[src/rtl/alu_pkg.sv]
// Shared ALU definitions: control codes consumed by alu_32 and the MIPS
// opcode/funct values the decode stage recognises.
package alu_pkg;

  localparam logic [3:0] ALU_AND = 4'b0000;
  localparam logic [3:0] ALU_OR  = 4'b0001;
  localparam logic [3:0] ALU_ADD = 4'b0010;
  localparam logic [3:0] ALU_SUB = 4'b0110;
  localparam logic [3:0] ALU_SLT = 4'b0111;
  localparam logic [3:0] ALU_NOR = 4'b1100;

  localparam logic [5:0] OP_RTYPE = 6'b000000;
  localparam logic [5:0] OP_ADDI  = 6'b001000;
  localparam logic [5:0] OP_SLTI  = 6'b001010;
  localparam logic [5:0] OP_ANDI  = 6'b001100;
  localparam logic [5:0] OP_ORI   = 6'b001101;

  localparam logic [5:0] FN_ADD = 6'b100000;
  localparam logic [5:0] FN_SUB = 6'b100010;
  localparam logic [5:0] FN_AND = 6'b100100;
  localparam logic [5:0] FN_OR  = 6'b100101;
  localparam logic [5:0] FN_SLT = 6'b101010;
  localparam logic [5:0] FN_NOR = 6'b100111;

  function automatic logic [31:0] sign_ext16(input logic [15:0] imm);
    return {{16{imm[15]}}, imm};
  endfunction

  function automatic logic [31:0] zero_ext16(input logic [15:0] imm);
    return {16'h0000, imm};
  endfunction

endpackage

[src/rtl/reg_file_32x32.sv]
// 32x32 register file: two combinational read ports, one synchronous write
// port, R0 hardwired to zero, write-to-read bypass within the same cycle.
module reg_file_32x32 (
  input  logic        clk,
  input  logic        rst,
  input  logic [4:0]  rd_addr_a,
  output logic [31:0] rd_data_a,
  input  logic [4:0]  rd_addr_b,
  output logic [31:0] rd_data_b,
  input  logic        wr_en,
  input  logic [4:0]  wr_addr,
  input  logic [31:0] wr_data
);

  logic [31:0] regs [32];

  always_ff @(posedge clk or posedge rst) begin
    if (rst) begin
      for (int i = 0; i < 32; i++) regs[i] <= '0;
    end else if (wr_en && (wr_addr != 5'd0)) begin
      regs[wr_addr] <= wr_data;
    end
  end

  // A write landing this cycle wins over the stored value so the reader
  // never captures a stale operand.
  always_comb begin
    if (rd_addr_a == 5'd0)                      rd_data_a = '0;
    else if (wr_en && (wr_addr == rd_addr_a))   rd_data_a = wr_data;
    else                                        rd_data_a = regs[rd_addr_a];

    if (rd_addr_b == 5'd0)                      rd_data_b = '0;
    else if (wr_en && (wr_addr == rd_addr_b))   rd_data_b = wr_data;
    else                                        rd_data_b = regs[rd_addr_b];
  end

endmodule

[src/rtl/alu_decode_stage.sv]
// Decode stage upstream of alu_32: reads operands, decodes the ALU control
// code and registers everything into a single valid/ready output slot.
module alu_decode_stage
  import alu_pkg::*;
(
  input  logic        clk,
  input  logic        rst,
  input  logic        in_valid,
  output logic        in_ready,
  input  logic [31:0] in_instr,
  input  logic        flush,
  input  logic        wb_en,
  input  logic [4:0]  wb_addr,
  input  logic [31:0] wb_data,
  output logic        out_valid,
  input  logic        out_ready,
  output logic [31:0] out_a,
  output logic [31:0] out_b,
  output logic [3:0]  out_alu_control,
  output logic [4:0]  out_rd,
  output logic        out_reg_write,
  output logic        out_illegal
);

  logic [5:0]  opcode, funct;
  logic [4:0]  rs, rt;
  logic [15:0] imm;
  logic [31:0] rs_data, rt_data;
  logic [31:0] dec_b;
  logic [4:0]  dec_rd;
  logic [3:0]  dec_ctl;
  logic        dec_illegal, dec_reg_write;
  logic        accept;

  assign opcode = in_instr[31:26];
  assign rs     = in_instr[25:21];
  assign rt     = in_instr[20:16];
  assign imm    = in_instr[15:0];
  assign funct  = in_instr[5:0];

  reg_file_32x32 u_reg_file (
    .clk       (clk),
    .rst       (rst),
    .rd_addr_a (rs),
    .rd_data_a (rs_data),
    .rd_addr_b (rt),
    .rd_data_b (rt_data),
    .wr_en     (wb_en),
    .wr_addr   (wb_addr),
    .wr_data   (wb_data)
  );

  always_comb begin
    dec_ctl     = ALU_AND;
    dec_illegal = 1'b0;
    dec_b       = rt_data;
    dec_rd      = in_instr[15:11];
    case (opcode)
      OP_RTYPE: begin
        case (funct)
          FN_ADD:  dec_ctl = ALU_ADD;
          FN_SUB:  dec_ctl = ALU_SUB;
          FN_AND:  dec_ctl = ALU_AND;
          FN_OR:   dec_ctl = ALU_OR;
          FN_SLT:  dec_ctl = ALU_SLT;
          FN_NOR:  dec_ctl = ALU_NOR;
          default: dec_illegal = 1'b1;
        endcase
      end
      OP_ADDI: begin dec_ctl = ALU_ADD; dec_b = sign_ext16(imm); dec_rd = rt; end
      OP_SLTI: begin dec_ctl = ALU_SLT; dec_b = sign_ext16(imm); dec_rd = rt; end
      OP_ANDI: begin dec_ctl = ALU_AND; dec_b = zero_ext16(imm); dec_rd = rt; end
      OP_ORI:  begin dec_ctl = ALU_OR;  dec_b = zero_ext16(imm); dec_rd = rt; end
      default: dec_illegal = 1'b1;
    endcase
    dec_reg_write = !dec_illegal && (dec_rd != 5'd0);
  end

  // Handshake: a transfer happens on a side when valid && ready at the rising
  // edge; the slot accepts when empty or being drained, and once out_valid is
  // high every output holds until out_ready is seen.
  assign in_ready = !out_valid || out_ready;
  assign accept   = in_valid && in_ready;

  always_ff @(posedge clk or posedge rst) begin
    if (rst) begin
      out_valid       <= 1'b0;
      out_a           <= '0;
      out_b           <= '0;
      out_alu_control <= ALU_AND;
      out_rd          <= '0;
      out_reg_write   <= 1'b0;
      out_illegal     <= 1'b0;
    end else if (flush) begin
      out_valid <= 1'b0;
    end else if (accept) begin
      out_valid       <= 1'b1;
      out_a           <= rs_data;
      out_b           <= dec_b;
      out_alu_control <= dec_ctl;
      out_rd          <= dec_rd;
      out_reg_write   <= dec_reg_write;
      out_illegal     <= dec_illegal;
    end else if (out_ready) begin
      out_valid <= 1'b0;
    end
  end

endmodule

[config.mk]
export PLATFORM = sky130hd
export DESIGN_NAME = alu_decode_stage
export DESIGN_NICKNAME = d
export VERILOG_FILES = /design/src/rtl/alu_pkg.sv /design/src/rtl/reg_file_32x32.sv /design/src/rtl/alu_decode_stage.sv
export SDC_FILE = /design/constraint.sdc
export NUM_CORES = 2
export LEC_CHECK = 0
export ABC_CLOCK_PERIOD_IN_PS = 48100
export CORE_MARGIN = 2
export CORE_UTILIZATION = 63
export CTS_BUF_LIST = sky130_fd_sc_hd__clkbuf_8 sky130_fd_sc_hd__clkbuf_16
export CTS_CLUSTER_SIZE = 28
export DETAILED_ROUTE_END_ITERATION = 7
export GPL_ROUTABILITY_DRIVEN = 0
export HOLD_SLACK_MARGIN = 0.05
export MAX_ROUTING_LAYER = met4
export PLACE_DENSITY = 0.8
export REMOVE_ABC_BUFFERS = 1
export SLEW_MARGIN = 20
export SYNTH_ARGS = -nofsm -noshare
export SYNTH_HDL_FRONTEND = slang
export SYNTH_SLANG_ARGS = --single-unit
[constraint.sdc]
create_clock -name clk -period 48.1 [get_ports clk]
set_input_delay 9.62 -clock clk [delete_from_list [all_inputs] [get_ports clk]]
set_output_delay 9.62 -clock clk [all_outputs]
set_load 0.03 [all_outputs]
==> key figures <==
Timing
  – Max Clock Skew: 0.0223 ns
  – Setup_tns: 0 ns
  – # setup viols final: 0
  – Worst-Margin Slew: about 1.2 ns
  – Max Clock Freq: between 40 and 50 MHz
  – Slew margin rel.: 0.223
  – Fin. Hold Viols: 0
  – Tmin final: approximately 20 ns
  – RSZ-0062 raised after global routing: no
  – Final Cycle Share: 0.428
  – Max Slew Vio Count: 0

CTS
  – Cts bufs inserted: about 120
  – CTS resizes: 0
  – Clk_lat worst skew: a little over 0.7 ns
  – Hold buffer count at cts: 0
  – H-tree depth: 3
  – Clock sinks: 1100
  – CTS tree: yes
  – CTS clk-pin slew, worst paths: approximately 0.06 ns
  – Maximum buffer depth of the clock tree: 3
  – Setup bufs post-CTS: 0
  – CTS Root Cell: clkbuf_16

GRT
  – Largest net degree at the start of global routing: about 130
  – Initial antenna violation count: 3
  – First-pass GRT wire length: roughly 260 mm
  – Vias in the first global route: approximately 40000
  – Global-route usage over all layers: 0.386
  – Overflow after GRT: 0

Min path
  – Min-Delay Path Class: flip-flop to flip-flop

Routing
  – Vias: roughly 40000
  – First DRT Iteration DRCs: ~5000
  – Via density: around 7.4
  – Final WL: roughly 180 mm
  – Drt wl/cell: approximately 33 um
  – Remaining DRCs: 17
  – DRT antenna net count: 0
  – DRT Pass-1 Iters: 8

Logic synthesis
  – Yosys warns: 0
  – Share of the synthesized area in the top cell type: 0.471
  – Area contributors post-synth: dfrtp_1, mux2_2, mux4_2, mux2i_1, a221oi_1
  – Post-synth ARST share: 1.00
  – Area leader, netlist: dfrtp_1
  – Synth Register Bits: 1100
  – Mapped Area: 58400 um2
  – Register area share after synthesis: 0.471
  – Post-synth cell types: 55
  – Dominant synthesized flop cell: dfrtp_1
  – Mean Syn Cell Area: approximately 14 um2
  – EDFF count, synth: 0
  – Gate Count Post-Synth: ~4200

Final layout
  – Area grow syn2layout: 9.44%
  – Fraction of layout cells with a size suffix above 1: 0.407
  – Area of the multi-input gates: 28900 um2
  – Final #Nets: 4143
  – Sequential cell area: between 20000 and 30000 um2
  – Fillcell total: 6242
  – Final std cells w/o fill: around 5400

Die
  – Die W: 309 um
  – Die Y: 309 um
  – # rows: ~110
  – Die area: between 90000 and 100000 um2
  – # IOs: between 150 and 200
  – Initial Util: 0.637
  – Core area: between 90000 and 100000 um2

Critical path
  – Required time of the critical path: between 30 and 40 ns
  – Crit Path Class: input port to primary output
  – Startpoint types: input port
  – CP Capture Type: primary output
  – Max FO, Critical Path: 3
  – CP arrival: between 10 and 15 ns

Pwr
  – PD cells: around 42 nW/um2
  – Peak VDD IR: 0.0346 mV
  – Static Leak: between 0.02 and 0.03 uW

Placement
  – # port buffers: between 150 and 200
  – Placed insts: between 5000 and 6000
  – DPL Wire Length: 96.7 mm

Run status
  – Status: finished with violations
  – Violated checks: DRC

Run
  – Max-cap violations: 0
## worst max-delay path, cell delays in order
cell,delay [ns]
clkdlybuf4s50_1,0.41
nor2b_1,0.24
inv_1,0.10
clkdlybuf4s50_1,0.61
## worst paths after layout
| kind | start | to | slack [ns] | cells after the start |
|---|---|---|---|---|
| max | out_ready | in_ready | 27.50 | 4 |
| min | u_reg_file.regs[1017]$_DFFE_PP0P_ | u_reg_file.regs[1017]$_DFFE_PP0P_ | 0.40 | 0 |
| max reg2reg | out_valid$_DFFE_PP0P_ | out_b[27]$_DFFE_PP0P_ | 44.80 | 10 |
| min reg2reg | u_reg_file.regs[1017]$_DFFE_PP0P_ | u_reg_file.regs[1017]$_DFFE_PP0P_ | 0.40 | 0 |
| max in group asynchronous | rst | u_reg_file.regs[450]$_DFFE_PP0P_ | 35.39 | 5 |
| min in group asynchronous | rst | u_reg_file.regs[872]$_DFFE_PP0P_ | 9.49 | 2 |
## metal layers
metal	wire (um)	track usage
met1	66600	0.505
met2	82100	0.582
met3	18400	0.0874
met4	9390	0.176
met5	0	-
## registers in the layout (all words and copies together) (netlist names)
signal / count
out_illegal: 1
u_reg_file.regs: 1024
out_valid: 1
out_alu_control: 4
out_reg_write: 1
out_a: 32
out_b: 32
out_rd: 5
## cells in the mapped netlist, drive strengths merged, types with 6 or more instances
master and instances:
a221oi 140, a211o 6, nor3 6, and2 9
nand4 9, xor2 7, nor2 48, nor3b 7
a21oi 45, a22oi 97, a31oi 7, o221ai 24
dfrtp 1100, o211ai 14, o31ai 12, o21ai 82
nand2 196, mux2i 433, nand3 26, nor2b 12
mux4 355, a222oi 32, clkbuf 224, buf 235
mux2 992, and3 9
## kinds of logic (layout without fill, tap and decap cells)
group	Yosys count	count (layout)	synth area share
and+or+nand+nor	340	340	0.0258
AOI/OAI and AO/OA	479	479	0.0620
buffers and inverters	463	452	0.0376
xor gates and xnor gates	10	10	0.00150
DFF	1100	1100	0.471
other	0	3	0
muxes	1780	1780	0.402
## layout make-up
type	instances	area share
multi-input combinational	2609	0.452
sequential	1100	0.430
clock buffer	143	0.0512
timing repair buffer	238	0.0336
tap	1243	0.0243
clock inverter	67	0.00800
inverter	4	0.000391
antenna	3	0.000117
## placed cells by master, fill, tap and decap left out, drive strengths merged, types with 9 or more instances in the layout
master / netlist / routed
a221oi: 140 / 140
clkinv: 0 / 22
nand3: 26 / 26
o221ai: 24 / 24
a222oi: 32 / 32
a21oi: 45 / 45
clkdlybuf4s50: 0 / 124
o21ai: 82 / 82
buf: 235 / 113
clkbuf: 224 / 144
mux2: 992 / 992
mux2i: 433 / 433
and3: 9 / 9
nand2: 196 / 196
o31ai: 12 / 12
o211ai: 14 / 14
nor2: 48 / 48
dfrtp: 1100 / 1100
mux4: 355 / 355
nand4: 9 / 9
inv: 4 / 41
and2: 9 / 9
a22oi: 97 / 97
nor2b: 12 / 12
## where the power goes
group,switching [uW],internal (uW)
logic,247,314
registers,136,1100
clock network,377,515
## per-stage QoR
| stage | setup WS, ns | cell area [um2] | utilization | hold WS (ns) | power [uW] |
|---|---|---|---|---|---|
| CTS | 27.50 | 64000 | 0.698 | 0.397 | 2680 |
| floorplan | 7.51 | 56300 | - | 0.365 | 1610 |
| finish | 27.50 | 64000 | 0.697 | 0.395 | 2690 |
| global placement | 27.47 | 60300 | 0.656 | 0.378 | 1770 |
| global route | 27.43 | 64000 | 0.697 | 0.410 | 2790 |
| detailed placement | 27.50 | 60300 | 0.656 | 0.383 | 1800 |
(Power assumes the default switching activity.)
